`config.mk`:
```
export PLATFORM = sky130hd
export DESIGN_NAME = byte_framer
export DESIGN_NICKNAME = d
export VERILOG_FILES = /design/src/rtl/byte_framer.sv
export SDC_FILE = /design/constraint.sdc
export NUM_CORES = 1
export LEC_CHECK = 0
export CORE_ASPECT_RATIO = 0.9
export CORE_MARGIN = 10
export CORE_UTILIZATION = 50
export DETAILED_ROUTE_END_ITERATION = 10
export DONT_BUFFER_PORTS = 1
export PLACE_DENSITY = 0.77
export SETUP_SLACK_MARGIN = 0.02
export SLEW_MARGIN = 25
export SYNTH_ARGS = -nofsm -noshare
export SYNTH_HDL_FRONTEND = slang
export SYNTH_SLANG_ARGS = --single-unit
```
`constraint.sdc`:
```
create_clock -name clk -period 6 [get_ports clk]
set_input_delay 1.8 -clock clk [delete_from_list [all_inputs] [get_ports clk]]
set_output_delay 1.8 -clock clk [all_outputs]
set_load 0.1 [all_outputs]
```
`src/rtl/byte_framer.sv`:
```
// Byte framer: valid/ready byte intake, small FIFO, registered push-only frame stream.
// Optional inter-frame idle gap enabled by defining BYTE_FRAMER_GAP_EN.
module byte_framer #(
   parameter int DATA_W     = 8,
   parameter int FIFO_DEPTH = 4,
   parameter int FRAME_LEN  = 4,
   parameter int GAP_CYCLES = 1
) (
   input  logic                          clk,
   input  logic                          rst,
   input  logic                          in_valid,
   output logic                          in_ready,
   input  logic [DATA_W-1:0]             in_data,
   input  logic                          flush,
   output logic                          out_valid,
   output logic                          out_last,
   output logic [DATA_W-1:0]             out_data,
   output logic [$clog2(FIFO_DEPTH):0]   fifo_level
);

   localparam int AW = $clog2(FIFO_DEPTH);
   localparam int LW = AW + 1;
   localparam int IW = (FRAME_LEN > 1) ? $clog2(FRAME_LEN) : 1;

   typedef enum logic [1:0] {IDLE, SEND, GAP} state_e;

   state_e              state_q, state_d;
   logic [DATA_W-1:0]   mem [FIFO_DEPTH];
   logic [AW-1:0]       wr_ptr_q, wr_ptr_d;
   logic [AW-1:0]       rd_ptr_q, rd_ptr_d;
   logic [LW-1:0]       level_q, level_d;
   logic [IW-1:0]       idx_q, idx_d;
   logic                flush_pend_q, flush_pend_d;
   logic                out_valid_q, out_valid_d;
   logic                out_last_q, out_last_d;
   logic [DATA_W-1:0]   out_data_q, out_data_d;
   logic                push, pop, pop_last;

`ifdef BYTE_FRAMER_GAP_EN
   localparam int GW = (GAP_CYCLES > 1) ? $clog2(GAP_CYCLES) : 1;
   logic [GW-1:0]       gap_cnt_q, gap_cnt_d;
`endif

   // Full-FIFO ready stays low even when a pop happens in the same cycle.
   assign in_ready   = (level_q != LW'(FIFO_DEPTH));
   assign push       = in_valid && in_ready;
   assign pop        = (state_q == SEND) && (level_q != '0);
   assign pop_last   = pop && ((idx_q == IW'(FRAME_LEN - 1)) || flush_pend_q || flush);

   assign out_valid  = out_valid_q;
   assign out_last   = out_last_q;
   assign out_data   = out_data_q;
   assign fifo_level = level_q;

   // NOTE: every signal driven here gets a default first, so no path can infer a latch.
   always_comb begin
      state_d      = state_q;
      wr_ptr_d     = push ? wr_ptr_q + AW'(1) : wr_ptr_q;
      rd_ptr_d     = pop  ? rd_ptr_q + AW'(1) : rd_ptr_q;
      level_d      = level_q;
      idx_d        = idx_q;
      flush_pend_d = flush_pend_q | flush;
      out_valid_d  = pop;
      out_last_d   = pop_last;
      out_data_d   = pop ? mem[rd_ptr_q] : out_data_q;
`ifdef BYTE_FRAMER_GAP_EN
      gap_cnt_d    = gap_cnt_q;
`endif

      case ({push, pop})
         2'b10:   level_d = level_q + LW'(1);
         2'b01:   level_d = level_q - LW'(1);
         default: level_d = level_q;
      endcase

      if (pop) begin
         idx_d = pop_last ? '0 : idx_q + IW'(1);
      end
      if (pop_last) begin
         flush_pend_d = 1'b0;
      end

      case (state_q)
         IDLE: begin
            if (level_q != '0) state_d = SEND;
         end
         SEND: begin
            if (pop_last) begin
`ifdef BYTE_FRAMER_GAP_EN
               state_d   = GAP;
               gap_cnt_d = '0;
`else
               state_d   = SEND;
`endif
            end else if (level_q == '0 || level_d == '0) begin
               state_d = IDLE;
            end
         end
`ifdef BYTE_FRAMER_GAP_EN
         GAP: begin
            if (gap_cnt_q == GW'(GAP_CYCLES - 1)) begin
               state_d = (level_q != '0) ? SEND : IDLE;
            end else begin
               gap_cnt_d = gap_cnt_q + GW'(1);
            end
         end
`endif
         default: state_d = IDLE;
      endcase
   end

   // NOTE: state registers use non-blocking assignments so all flops update together at the edge.
   always_ff @(posedge clk) begin
      if (rst) begin
         state_q      <= IDLE;
         wr_ptr_q     <= '0;
         rd_ptr_q     <= '0;
         level_q      <= '0;
         idx_q        <= '0;
         flush_pend_q <= 1'b0;
         out_valid_q  <= 1'b0;
         out_last_q   <= 1'b0;
         out_data_q   <= '0;
`ifdef BYTE_FRAMER_GAP_EN
         gap_cnt_q    <= '0;
`endif
      end else begin
         state_q      <= state_d;
         wr_ptr_q     <= wr_ptr_d;
         rd_ptr_q     <= rd_ptr_d;
         level_q      <= level_d;
         idx_q        <= idx_d;
         flush_pend_q <= flush_pend_d;
         out_valid_q  <= out_valid_d;
         out_last_q   <= out_last_d;
         out_data_q   <= out_data_d;
`ifdef BYTE_FRAMER_GAP_EN
         gap_cnt_q    <= gap_cnt_d;
`endif
      end
   end

   // NOTE: storage is deliberately not reset; the level and pointers alone decide what is valid.
   always_ff @(posedge clk) begin
      if (push) mem[wr_ptr_q] <= in_data;
   end

endmodule

```
## Word-level counts from Yosys, hierarchy flattened

Memory sizes are Yosys's and may differ from the RTL's. A register that Yosys moved wholly into a read port is not among the register bits.
Index checks and enable logic that the tools add are counted.

| storage, ports and cells | value |
|---|---|
| bits in read-only memories | 0 |
| memory bits (writable) | 32 |
| memories | 1 |
| latch bits | 0 |
| register bits after elaboration | 14 |
| input bits | 12 |
| output and inout bits | 14 |

| cells by class | value |
|---|---|
| reductions and logical operators | 12 |
| equality and inequality tests | 7 |
| divide/modulo/power cells | 0 |
| multipliers | 0 |
| order comparisons | 0 |
| shifts and indexed selects | 0 |
| $add $sub $neg | 5 |
| multiplexer cells | 8 |
| bitwise logic cells | 1 |

Memory list:

| name | words | bits a word | read ports | clocked after memory_dff | wr ports | RTL line | text |
|---|---|---|---|---|---|---|---|
| mem | 4 | 8 | 1 | 1 | 1 | 28 | `logic [DATA_W-1:0] mem [FIFO_DEPTH];` |

Operators with widths:

| kind | number |
|---|---|
| 2-bit 2-to-1 mux | 4 |
| 2-bit by 1-bit adder with 2-bit output (second input constant) | 3 |
| 3-bit logical NOT | 2 |
| 3-bit one-hot mux with 2 select lines | 1 |
| 2-bit by 1-bit == test with 1-bit output (second input constant) | 2 |
| 2-bit == test (second input constant) | 2 |
| 2-bit one-hot mux with 2 select lines | 1 |
| 3-bit by 1-bit adder with 3-bit output (second input constant) | 1 |
| 1-bit logical AND | 3 |
| 1-bit logical OR | 3 |
| 3-bit by 2-bit inequality test with 1-bit output (second input constant) | 1 |
| 3-bit inequality test (second input constant) | 1 |
| 3-bit nonzero test | 1 |
| 3-bit by 1-bit subtractor with 3-bit output (second input constant) | 1 |
| 2-bit logical NOT | 1 |
| 1-bit 2-to-1 mux | 2 |
| 2-bit inequality test (second input constant) | 1 |
| 2-bit AND reduction | 1 |
| 2-bit OR reduction | 1 |
| 1-bit OR | 1 |

## Depth between registers and ports, before layout

| depth | value |
|---|---|
| depth after elaboration | 9 |
| mapped depth | 10 |
| gate-level depth less buffers | 9 |

## Worst setup path after synthesis

Ideal clock, no wire load.

| timing path | value |
|---|---|
| path type | register -> output |
| start point | reg level_q[2] (netlist: fifo_level[2]) |
| end point | out in_ready |
| setup slack | 2.593 ns |
| arrival | 1.607 ns |
| stages on the path, launching flop included | 2 |
| required time | 4.200 ns |
| cells stage by stage | dfxtp_1 -> or3b_4 |

| on the way | value |
|---|---|
| longest elaborated chain between the ends | 1 |

Ends and longest elaborated chain:

| what | RTL line | text |
|---|---|---|
| start, declared | 31 | `logic [LW-1:0] level_q, level_d;` |
| start signal, assigned | 131 | `level_q <= level_d;` |
| 3-bit inequality test | 45 | `assign in_ready = (level_q != LW'(FIFO_DEPTH));` |
| end, declared | 12 | `output logic in_ready,` |

Every way passes these cells.

## Final worst setup path

Same ends and word-level chain as after synthesis.

==> out/metrics.yaml <==
final.setup.tns_ns: 0
clock-sinks: 53
dr.pass1.iters: 4
synthMuxAreaShare_pct: 9.17
synth-simple-area-share_pct: 10.9
cts_buffers: 5
yosysUniqueCellTypes: 28
route.detailed.drc: 0
finalCritPeriodShare_pct: 63.2
slew_headroom_pct: 28.6
cts_tree: "done"
synth_top_family_by_area: "simple AND/OR/NAND/NOR gates"
syn_nets: 164
slew_violations: 0
path_class: "register to primary output"
drv_cap: 0
critPathMaxStageDelay_ns: 1.04
grt_usage_pct: 10.8
grt_pass1_wl_um: 5780
coreArea_mm2: 0.00405
die_area_mm2: 0.00713
routedWlPerCell_um: 18.7
htree_levels: 2
hold_path_class: "register to register"
post_drt_via_cell_ratio: 5.55
worstPathBufferInverterCount: 0
area_growth_pct: 5.07
clkTransAtPathRegs_ns: 0.09
fillers: 336
start_util_pct: 51.2
initialDrtViolationCount: 107
crit_family: "flip-flops"
vdd_drop_max_v: 0.000161
wl_met1_um: 1440
dieHeight_um: 81.1
seqCellArea_mm2: 0.00138
cts_buffer_depth: 2
synth_cells: 145
antenna_cells: 0
first_global_vias: 1087
holdBufCountCts: 0
ys_ff_latch: 53
hp-start: "idx_q[1]$_SDFFE_PP0P_"
final_cell_mix: "edfxtp_1 (32), nand2_1 (21), dfxtp_1 (19)"
synth.avg_cell_area_um2: 14.3
nets: 165
timing.final.ws_setup_ns: 2.21
pre_cts_slack_ns: 2.53
seq_area_frac_synth_pct: 66.6
clk_latency_ns: 0.30
via_count: 1082
r2r_start: "fifo_level[2]$_SDFF_PP0_"
top_layer: "met4"
tightest_slew_ns: 1.07
crit_path_start_kind: "register"
overflow: 0
hold_ws_ns: 0.477
synthXorXnorAreaFrac_pct: 2.53
crit_required_ns: 4.20
whs_path_depth: 2
grt_start_max_net_pins: 22
ff2ff_path_depth: 9
r2r_end: "state_q[0]$_SDFFE_PP0P_"
p_leak_nw: 0.731
gp_congestion: 0.700
rsz0062_at_grt: "false"
multi_input_area_um2: 634
io_pins: 26
worstPathMaxFanout: 6
routed_wl_um: 3640
dp_hpwl_um: 2480
status: "finished clean"
wl_met3_um: 330
synth_area_mm2: 0.00207
cts-root-buf: "clkbuf_8"
wl_met2_um: 1840
finalSetupViolCount: 0
r2r_setup_slack_ns: 2.79
post_cts_resize_count: 0
io_buffers: 0
p_per_area_mw_per_mm2: 428
yosys_warnings: 0
crit_path_cell_trace: "or3b_4"
clock.fmax_ghz: 0.264
post_cts_buffers: 0
final_common_cell: "edfxtp_1"
rows: 22
ant_nets: 0
fin_crit_ns: 3.79
antenna_found_initial: 0
layout-drive-gt1-share_pct: 17.7
cp-end-kind: "primary output"
fp.dieW_um: 87.9
finalHoldViolCount: 0
synth_compound_area_share_pct: 3.44
synth_fa_ha_area_share_pct: 4.59
hold_path_end: "idx_q[1]$_SDFFE_PP0P_"
arrival_ns: 1.99
crit_slowest_cell: "dfxtp_1"
fin_skew_ns: 0.00835
## sequential cells by signal (all words and copies together) (netlist names)
register      cells
out_last          1
state_q           1
fifo_level        3
idx_q             2
mem              32
flush_pend_q      1
rd_ptr_q          2
out_valid         1
wr_ptr_q          2
out_data          8
## worst reg2reg max path: cells and delay by family, from the launching register on
kind / cells / cell delay (ns)
fa+ha+maj: 2 / 0.63
compound gates: 2 / 0.13
flops: 1 / 1.04
buf+inv: 1 / 0.05
simple gates: 4 / 1.24
## how the worst max path moves through the flow
stage / from / endpoint / slack [ns] / cells after the start
after global placement: fifo_level[2]$_SDFF_PP0_ / in_ready / 2.55 / 1
after CTS: fifo_level[2]$_SDFF_PP0_ / in_ready / 2.20 / 1
final: fifo_level[2]$_SDFF_PP0_ / in_ready / 2.21 / 1
after detailed placement: fifo_level[2]$_SDFF_PP0_ / in_ready / 2.53 / 1
after global routing: fifo_level[2]$_SDFF_PP0_ / in_ready / 2.16 / 1
after floorplan: fifo_level[2]$_SDFF_PP0_ / in_ready / 2.59 / 1
## area by class of cell
type | count | area share [%]
inverters | 4 | 0.919
well taps | 48 | 2.76
clock inverters | 1 | 0.172
clock buffers | 7 | 3.50
multi-input cells | 82 | 29.1
flip-flops and latches | 53 | 63.5
## logic make-up (layout without fill, tap and decap cells)
logic type,after synthesis,after routing
muxes,9,9
DFF,53,53
AOI/OAI and AO/OA,13,13
xor gates and xnor gates,6,6
buffers and inverters,10,12
and+or+nand+nor,47,47
adders and majority gates,7,7
## per-stage QoR
step | util, % | area, um^2 | power [mW] | instances
3_3_place_gp | 51.8 | 2100 | 0.745 | 187
5_1_grt | 53.8 | 2180 | 0.979 | 195
3_5_place_dp | 51.8 | 2100 | 0.758 | 187
6_report | 53.8 | 2180 | 0.932 | 195
4_1_cts | 53.8 | 2180 | 0.941 | 195
2_1_floorplan | - | 2070 | 0.729 | 145
## routing by layer
layer	GRT usage (%)	vias up
li1	-	513
met3	5.40	4
met5	0	-
met4	3.82	0
met2	18.0	29
met1	11.8	536
## cell usage after synthesis, drive strengths merged
master / count / area [um^2]
a211oi: 1 / 7.51
a21oi: 12 / 63.8
and2: 1 / 8.76
and3: 4 / 30.0
buf: 3 / 26.3
clkbuf: 3 / 11.3
clkinv: 1 / 8.76
dfxtp: 21 / 420
edfxtp: 32 / 961
fa: 1 / 20.0
ha: 6 / 75.1
inv: 3 / 11.3
mux2i: 1 / 10.0
mux4: 8 / 180
nand2: 22 / 85.1
nand2b: 1 / 8.76
nand3: 1 / 5.00
nand3b: 1 / 7.51
nor2: 11 / 41.3
nor3: 4 / 20.0
nor3b: 1 / 7.51
or3b: 1 / 11.3
xnor2: 4 / 35.0
xor2: 2 / 17.5
## power breakdown
| part | internal, mW | leakage, nW | switching [mW] |
|---|---|---|---|
| Combinational | 0.0709 | 0.226 | 0.0810 |
| Sequential | 0.431 | 0.465 | 0.162 |
| Clock | 0.0815 | 0.0399 | 0.105 |
| Total | 0.584 | 0.731 | 0.348 |
Note: power is estimated with default switching activity, not from simulation.
